File: src/rtl/lfsr_stream.sv
// lfsr_stream: parametrised LFSR test-pattern generator with a valid/ready
// output stream. Each accepted advance applies the single-step LFSR function
// STEP times in one cycle (Fibonacci or Galois form). An all-zero result, or
// an all-zero load value, is replaced by SEED and flagged on `lockup`. The
// generator remembers its start state and reports on `wrap` when the sequence
// returns to it, publishing the number of advances of the full cycle on
// `period`.
//
// Ports:
//   clk         in   rising-edge clock
//   reset       in   synchronous, active-high reset
//   enable      in   permits advancing
//   load        in   one-cycle strobe: restart from load_value
//   load_value  in   [WIDTH]  new start state (zero is replaced by SEED)
//   out_data    out  [WIDTH]  current state, registered
//   out_valid   out  out_data holds an unconsumed word
//   out_ready   in   consumer accepts the word
//   lockup      out  one-cycle pulse: an all-zero state was replaced by SEED
//   wrap        out  one-cycle pulse: advanced state equals the start state
//   period      out  [CNT_W]  advances per full cycle, from the last wrap
module lfsr_stream #(
  parameter int               WIDTH = 28,
  parameter logic [WIDTH-1:0] TAPS  = 28'h9000000,
  parameter logic [WIDTH-1:0] SEED  = {{(WIDTH-1){1'b0}}, 1'b1},
  parameter int               MODE  = 0,
  parameter int               STEP  = 1,
  parameter int               CNT_W = 32
) (
  input  logic             clk,
  input  logic             reset,
  input  logic             enable,
  input  logic             load,
  input  logic [WIDTH-1:0] load_value,
  output logic [WIDTH-1:0] out_data,
  output logic             out_valid,
  input  logic             out_ready,
  output logic             lockup,
  output logic             wrap,
  output logic [CNT_W-1:0] period
);

  localparam logic [WIDTH-1:0] ZERO    = '0;
  localparam logic [CNT_W-1:0] CNT_ONE = {{(CNT_W-1){1'b0}}, 1'b1};

  function automatic logic [WIDTH-1:0] step_once(input logic [WIDTH-1:0] s);
    logic [WIDTH-1:0] r;
    if (MODE == 0) r = {s[WIDTH-2:0], ^(s & TAPS)};
    else           r = s[0] ? ((s >> 1) ^ TAPS) : (s >> 1);
    return r;
  endfunction

  function automatic logic [WIDTH-1:0] advance(input logic [WIDTH-1:0] s);
    logic [WIDTH-1:0] t;
    t = s;
    for (int i = 0; i < STEP; i++) t = step_once(t);
    return t;
  endfunction

  // The advance counter sticks at all-ones rather than rolling over.
  function automatic logic [CNT_W-1:0] sat_inc(input logic [CNT_W-1:0] c);
    return (&c) ? c : c + CNT_ONE;
  endfunction

  logic [WIDTH-1:0] state_p1, start_p1;
  logic             vld_p1, lockup_p1, wrap_p1;
  logic [CNT_W-1:0] cnt_p1, period_p1;

  logic [WIDTH-1:0] raw_p0, nxt_p0, ld_eff_p0;
  logic             zero_adv_p0, zero_ld_p0, fire_p0, wrap_hit_p0;
  logic [CNT_W-1:0] cnt_inc_p0;

  // Stage p0: combinational multi-step advance, load substitution, handshake
  always_comb begin
    raw_p0      = advance(state_p1);
    zero_adv_p0 = (raw_p0 == ZERO);
    nxt_p0      = zero_adv_p0 ? SEED : raw_p0;
    zero_ld_p0  = (load_value == ZERO);
    ld_eff_p0   = zero_ld_p0 ? SEED : load_value;
    // A pending word under backpressure blocks firing, which freezes the state.
    fire_p0     = enable & (~vld_p1 | out_ready) & ~load;
    wrap_hit_p0 = (nxt_p0 == start_p1);
    cnt_inc_p0  = sat_inc(cnt_p1);
  end

  // Stage p1: registered state, stream flags and cycle statistics
  always_ff @(posedge clk) begin
    if (reset) begin
      state_p1  <= SEED;
      start_p1  <= SEED;
      vld_p1    <= 1'b0;
      lockup_p1 <= 1'b0;
      wrap_p1   <= 1'b0;
      cnt_p1    <= '0;
      period_p1 <= '0;
    end else begin
      lockup_p1 <= 1'b0;
      wrap_p1   <= 1'b0;
      if (load) begin
        state_p1  <= ld_eff_p0;
        start_p1  <= ld_eff_p0;
        vld_p1    <= 1'b0;
        cnt_p1    <= '0;
        lockup_p1 <= zero_ld_p0;
      end else if (fire_p0) begin
        state_p1  <= nxt_p0;
        vld_p1    <= 1'b1;
        lockup_p1 <= zero_adv_p0;
        if (wrap_hit_p0) begin
          wrap_p1   <= 1'b1;
          period_p1 <= cnt_inc_p0;
          cnt_p1    <= '0;
        end else begin
          cnt_p1    <= cnt_inc_p0;
        end
      end else if (out_ready) begin
        vld_p1 <= 1'b0;
      end
    end
  end

  assign out_data  = state_p1;
  assign out_valid = vld_p1;
  assign lockup    = lockup_p1;
  assign wrap      = wrap_p1;
  assign period    = period_p1;

endmodule
File: config.mk
export PLATFORM = sky130hd
export DESIGN_NAME = lfsr_stream
export DESIGN_NICKNAME = d
export VERILOG_FILES = /design/src/rtl/lfsr_stream.sv
export SDC_FILE = /design/constraint.sdc
export NUM_CORES = 1
export LEC_CHECK = 0
export ABC_AREA = 1
export BUFFER_PORTS_ARGS = -buffer_cell sky130_fd_sc_hd__buf_2
export CAP_MARGIN = 25
export CORE_UTILIZATION = 30
export CTS_CLUSTER_SIZE = 30
export DETAILED_ROUTE_END_ITERATION = 10
export GPL_TIMING_DRIVEN = 0
export SYNTH_ARGS = -nofsm -noshare
export SYNTH_HDL_FRONTEND = slang
export SYNTH_SLANG_ARGS = --single-unit
File: constraint.sdc
create_clock -name clk -period 1.8 [get_ports clk]
set_input_delay 0 -clock clk [delete_from_list [all_inputs] [get_ports clk]]
set_output_delay 0 -clock clk [all_outputs]
set_load 0.05 [all_outputs]
### Word-level counts from Yosys, hierarchy flattened

Cells that the tools add are included.
W data, S select, Z words.

* add/sub/neg operators: 1
* equal/unequal tests: 1
* mux-type cells: 11
* bitwise operators: 6
* reductions and logical operators: 9

Operators with widths (number)
* $mux W28: 4
* $mux W32: 2
* $logic_not A28 Y1: 2
* $add A32 B1 Y32 const B: 1
* $reduce_and A32 Y1: 1
* $eq A28 B28 Y1: 1
* $reduce_xor A28 Y1: 1
* $mux W1: 5
* $reduce_bool A2 Y1: 2
* $not A1 Y1: 3
* $reduce_and A3 Y1: 1
* $reduce_or A3 Y1: 1
* $and A1 B1 Y1: 2
* $reduce_or A2 Y1: 1
* $or A1 B1 Y1: 1

* register bits after elaboration: 123
* bits of input ports: 33
* output and inout bits: 63
* word-level logic and storage cells: 35

### Depth between registers and ports, before layout

* word-level depth: 6
* depth in mapped cells: 16
* gate-level depth less buffers: 14

### Worst setup path after synthesis

No wires, ideal clock.

* path kind: reg-to-reg
* start point: reg state_p1[25], in the netlist out_data[25]
* end point: reg period_p1[10], in the netlist period[10]
* setup time: 0.060 ns
* arrival time: 1.998 ns
* required time: 1.740 ns
* path slack: -0.259 ns
* cell stages (with the launch flop): 17
* buffers on the path: 2
* clock period less this slack: 2.059 ns
* path through: dfxtp_1 > inv_2 > nand3_1 > nor2_1 > nand2_1 > inv_1 > nand2_1 > nand3_1 > nand2_1 > nand4_1 > nor2_4 > nand3_4 > nor2_4 > buf_6 > buf_6 > nand2_1 > nand2_1

* longest elaborated chain between the ends: 4

RTL lines
* start: declaration: line 64 `logic [WIDTH-1:0] state_p1, start_p1;`
* start signal: assignment: line 99 `state_p1 <= ld_eff_p0;`
* start signal: assignment: line 105 `state_p1 <= nxt_p0;`
* $logic_not A28 Y1: line 75 `zero_adv_p0 = (raw_p0 == ZERO);`
* $mux W28 *: line 76 `nxt_p0 = zero_adv_p0 ? SEED : raw_p0;`
* $eq A28 B28 Y1 *: line 81 `wrap_hit_p0 = (nxt_p0 == start_p1);`
* $reduce_and A3 Y1 (no line) *
* end signal: assignment: line 110 `period_p1 <= cnt_inc_p0;`
* end: declaration: line 66 `logic [CNT_W-1:0] cnt_p1, period_p1;`

Every way passes the cells marked *; elsewhere a longest branch is shown, timed or not.
A chain may end at the register's enable or synchronous reset.

### Worst setup path after layout

* start point: reg state_p1[9], in the netlist out_data[9]
* end point: reg period_p1[18], in the netlist period[18]

The elaborated chain is that of the path after synthesis.

==> summary.txt <==
================================================================================
Final standard cell count with taps included and fillers excluded           1322
Post-layout instance area                                               8250 um2
Via Count                                                                   6391
Count of max-cap constraint violations                                         0
Critical register-to-register path startpoint                        out_data[9]
FF+latch area                                                           2540 um2
First-pass GRT wire length                                              32100 um
Clock-pin slew on the worst setup and hold paths                         0.06 ns
Cell leakage power                                                       3.58 nW
Status                                                              complete, but fails checks
Length in cells of the worst reg-to-reg path                                  15
Maximum achievable frequency                                             468 MHz
Overflow left after global routing                                             0
Detailed-placement wirelength estimate                                  14400 um
Cell area after technology mapping                                      5990 um2
Start point of the critical path                                     out_data[9]
Count of pins over their slew limit                                            0
Number of register bits inferred by synthesis                                123
Maximum vdd ir drop                                                     0.716 mV
Mean instance size in the synthesized netlist                           6.85 um2
Worst hold slack                                                       0.0627 ns
Diodes inserted                                                                0
Setup Viol. Count Final                                                       66
Port bufs                                                                     95
Area post-placement                                                     6890 um2
Number of sinks handled by clock tree synthesis                              123
Die X                                                                     143 um
Post-synthesis to final-layout area growth                                 37.7%
Count of distinct cell types in the synthesized netlist                       32
Core Box Area                                                          19500 um2
Maximum level of the CTS H-tree                                                4
Critical path start-end classification                                reg -> reg
Slew of the pin with the lowest slew margin                             0.696 ns
Floorplan row count                                                           51
First-pass detailed-route iteration total                                      6
Net count after synthesis                                                    908
Initial DRC Count                                                            359
Clock period minus worst slack                                           2.14 ns
Cell count after synthesis                                                   874
Fill cells                                                                  2043
Number of routed nets with antenna violations                                  0
Via count of the first global-routing pass                                  6018
Largest net degree at the start of global routing                             17
Num ports                                                                     96
Worst setup skew after layout                                          0.0111 ns
Crit end category                                                      flip-flop
Post-DR vias/cell                                                           4.83
Smallest setup slack after layout                                      -0.338 ns
Capturing element of the worst setup path                             period[18]
Global Route Usage Sum                                                     0.206
Routability congestion estimate                                            0.965
Period utilisation layout                                                   1.19
Multi-input gate area in the final layout                               3290 um2
Y dimension of the die                                                    143 um
Maximum count of clock buffers along a single path                             2
Endpoint required time on the critical path                              2.17 ns
Clock network latency to the later pin of the worst-skew pair            0.43 ns
Initial standard-cell utilization of the core                              0.307
Root Buffer                                                         sky130_fd_sc_hd__clkbuf_16
Violated checks                                                     setup timing
Setup slack, reg-to-reg                                                 -0.34 ns
Number of antenna violations at the first check in global routing              0
Synth warn                                                                     0
Fraction of layout instances using a drive strength above 1                0.227
Power density cells                                                   854 nW/um2
Sort of element at the start of the critical path                      flip-flop
Final WL                                                                20200 um
Final number of hold-violating endpoints                                       0
DIE AREA                                                               20500 um2
TritonCTS clock tree                                                       built
Number of nets at the end of the flow                                       1078
Reg-to-reg critical path endpoint                                     period[18]
CTS Buf Count                                                                 17
Hold WC Path Type                                                      in -> reg
Wire per inst                                                            15.3 um
Post-route DRC                                                                 0
Setup repair after global routing missed its margin                          yes
Critical path fanouts, max                                                     7
Placed Cells                                                                1234
Endpoint arrival time on the critical path                               2.51 ns
Sequential cell area fraction in the yosys report                          0.411
Slew margin rel.                                                           0.536
================================================================================
report_power, final:
group / total (mW) / switching [mW] / internal, mW
combinational: 0.740 / 0.489 / 0.251
clock: 3.42 / 1.45 / 1.98
sequential: 2.89 / 0.0864 / 2.80
through the flow:
stage,setup WS [ns],util,total power [mW],setup TNS (ns)
3_3_place_gp,-0.494,0.353,3.59,-28.31
3_5_place_dp,-0.506,0.353,3.59,-30.10
5_1_grt,-0.579,0.423,7.30,-35.68
2_1_floorplan,-0.0486,-,3.36,-0.796
6_report,-0.338,0.423,7.05,-19.24
4_1_cts,-0.294,0.414,7.05,-16.85
worst min path at each step:
stage	slack, ns	cells after the start	end	from
after floorplan	0.15	2	out_data[0]	reset
after global placement	0.30	3	out_data[20]	load_value[20]
after detailed placement	0.30	3	out_data[20]	load_value[20]
after CTS	0.04	3	wrap	reset
after global routing	0.06	3	wrap	reset
final	0.06	6	cnt_p1[30]	load
cells in the final DEF (no fill, tap or decap), types with 23 or more instances in the layout:
master and instances:
sky130_fd_sc_hd__nor2_1 48, sky130_fd_sc_hd__xor2_1 37, sky130_fd_sc_hd__nand3_1 37, sky130_fd_sc_hd__a21oi_1 95
sky130_fd_sc_hd__inv_1 46, sky130_fd_sc_hd__dfxtp_1 94, sky130_fd_sc_hd__nand2_1 296, sky130_fd_sc_hd__buf_2 97
sky130_fd_sc_hd__clkbuf_16 23, sky130_fd_sc_hd__dlygate4sd3_1 30
cell usage after synthesis:
cell type / n / area, um2
sky130_fd_sc_hd__nand4_2: 1 / 12.5
sky130_fd_sc_hd__nor4_1: 14 / 87.6
sky130_fd_sc_hd__buf_1: 8 / 30.0
sky130_fd_sc_hd__nand3b_1: 1 / 7.51
sky130_fd_sc_hd__o21ai_1: 2 / 10.0
sky130_fd_sc_hd__clkbuf_1: 32 / 120
sky130_fd_sc_hd__xor2_1: 39 / 342
sky130_fd_sc_hd__nor3_2: 1 / 10.0
sky130_fd_sc_hd__and3_1: 1 / 6.26
sky130_fd_sc_hd__nand4_1: 10 / 62.6
sky130_fd_sc_hd__xnor2_1: 16 / 140
sky130_fd_sc_hd__inv_1: 47 / 176
sky130_fd_sc_hd__nand3_4: 1 / 17.5
sky130_fd_sc_hd__a21oi_1: 95 / 475
sky130_fd_sc_hd__ha_1: 1 / 12.5
sky130_fd_sc_hd__o22ai_1: 4 / 25.0
sky130_fd_sc_hd__dfxtp_1: 123 / 2460
sky130_fd_sc_hd__nand2_1: 312 / 1170
sky130_fd_sc_hd__nor3_1: 17 / 85.1
sky130_fd_sc_hd__o31ai_1: 1 / 7.51
sky130_fd_sc_hd__a221oi_1: 2 / 17.5
sky130_fd_sc_hd__buf_6: 2 / 22.5
sky130_fd_sc_hd__nor2_4: 2 / 22.5
sky130_fd_sc_hd__nor3b_1: 1 / 7.51
sky130_fd_sc_hd__nor2_2: 2 / 12.5
sky130_fd_sc_hd__or2_2: 2 / 12.5
sky130_fd_sc_hd__inv_2: 3 / 11.3
sky130_fd_sc_hd__nand3_1: 39 / 195
sky130_fd_sc_hd__a31oi_1: 16 / 100
sky130_fd_sc_hd__o21ai_0: 22 / 110
sky130_fd_sc_hd__buf_2: 3 / 15.0
sky130_fd_sc_hd__nor2_1: 54 / 203
flip-flops by register name, indices dropped and copies added, names as in the netlist:
register and count:
wrap 1, out_data 28, start_p1 28, period 32, lockup 1, cnt_p1 32
out_valid 1
area by class of cell:
class / instances / area share
plain buffers: 45 / 0.0369
clock buffers: 19 / 0.0576
clock inverters: 13 / 0.0143
inverters: 50 / 0.0227
multi-input cells: 656 / 0.399
flip-flops and latches: 123 / 0.308
well taps: 265 / 0.0402
repair buffers: 151 / 0.121
critical path, stage by stage (launching register included):
cell and delay [ns]:
sky130_fd_sc_hd__dfxtp_4 0.36, sky130_fd_sc_hd__nor2_1 0.11, sky130_fd_sc_hd__nand2_1 0.07, sky130_fd_sc_hd__nor2_2 0.15, sky130_fd_sc_hd__nand2_2 0.09, sky130_fd_sc_hd__o21ai_2 0.15, sky130_fd_sc_hd__nand2_1 0.07, sky130_fd_sc_hd__nand2_1 0.06
sky130_fd_sc_hd__nand4_1 0.18, sky130_fd_sc_hd__nor2_4 0.18, sky130_fd_sc_hd__nand3_4 0.12, sky130_fd_sc_hd__nor2_4 0.12, sky130_fd_sc_hd__buf_6 0.16, sky130_fd_sc_hd__buf_8 0.14, sky130_fd_sc_hd__nand2_1 0.06, sky130_fd_sc_hd__nand2_1 0.05
what timing repair did:
item	in CTS	in global routing
pin swaps	5	8
setup endpoints to repair	92	91
hold endpoints to repair	57	0
gates resized for setup	51	20
hold buffers	30	0
buffers inserted	13	10
gates cloned	2	1
cell families after synthesis:
| kind of cell | after synthesis | synth area share |
|---|---|---|
| AO/OA/AOI/OAI | 142 | 0.124 |
| flip-flops | 123 | 0.411 |
| XOR/XNOR | 55 | 0.0804 |
| AND/OR/NAND/NOR | 458 | 0.319 |
| buffers and inverters | 95 | 0.0627 |
| adder cells (fa/ha/maj) | 1 | 0.00209 |
per-layer routing:
| metal | share of wire | vias up | routed length (um) | track usage |
|---|---|---|---|---|
| met5 | 0 | - | 0 | 0 |
| met4 | 0.029 | 0 | 582 | 0.0946 |
| met3 | 0.064 | 41 | 1290 | 0.0393 |
| met2 | 0.47 | 251 | 9570 | 0.343 |
| met1 | 0.43 | 2909 | 8760 | 0.257 |
| li1 | - | 3190 | - | - |
No activity file was read; power rests on OpenSTA's default activity.
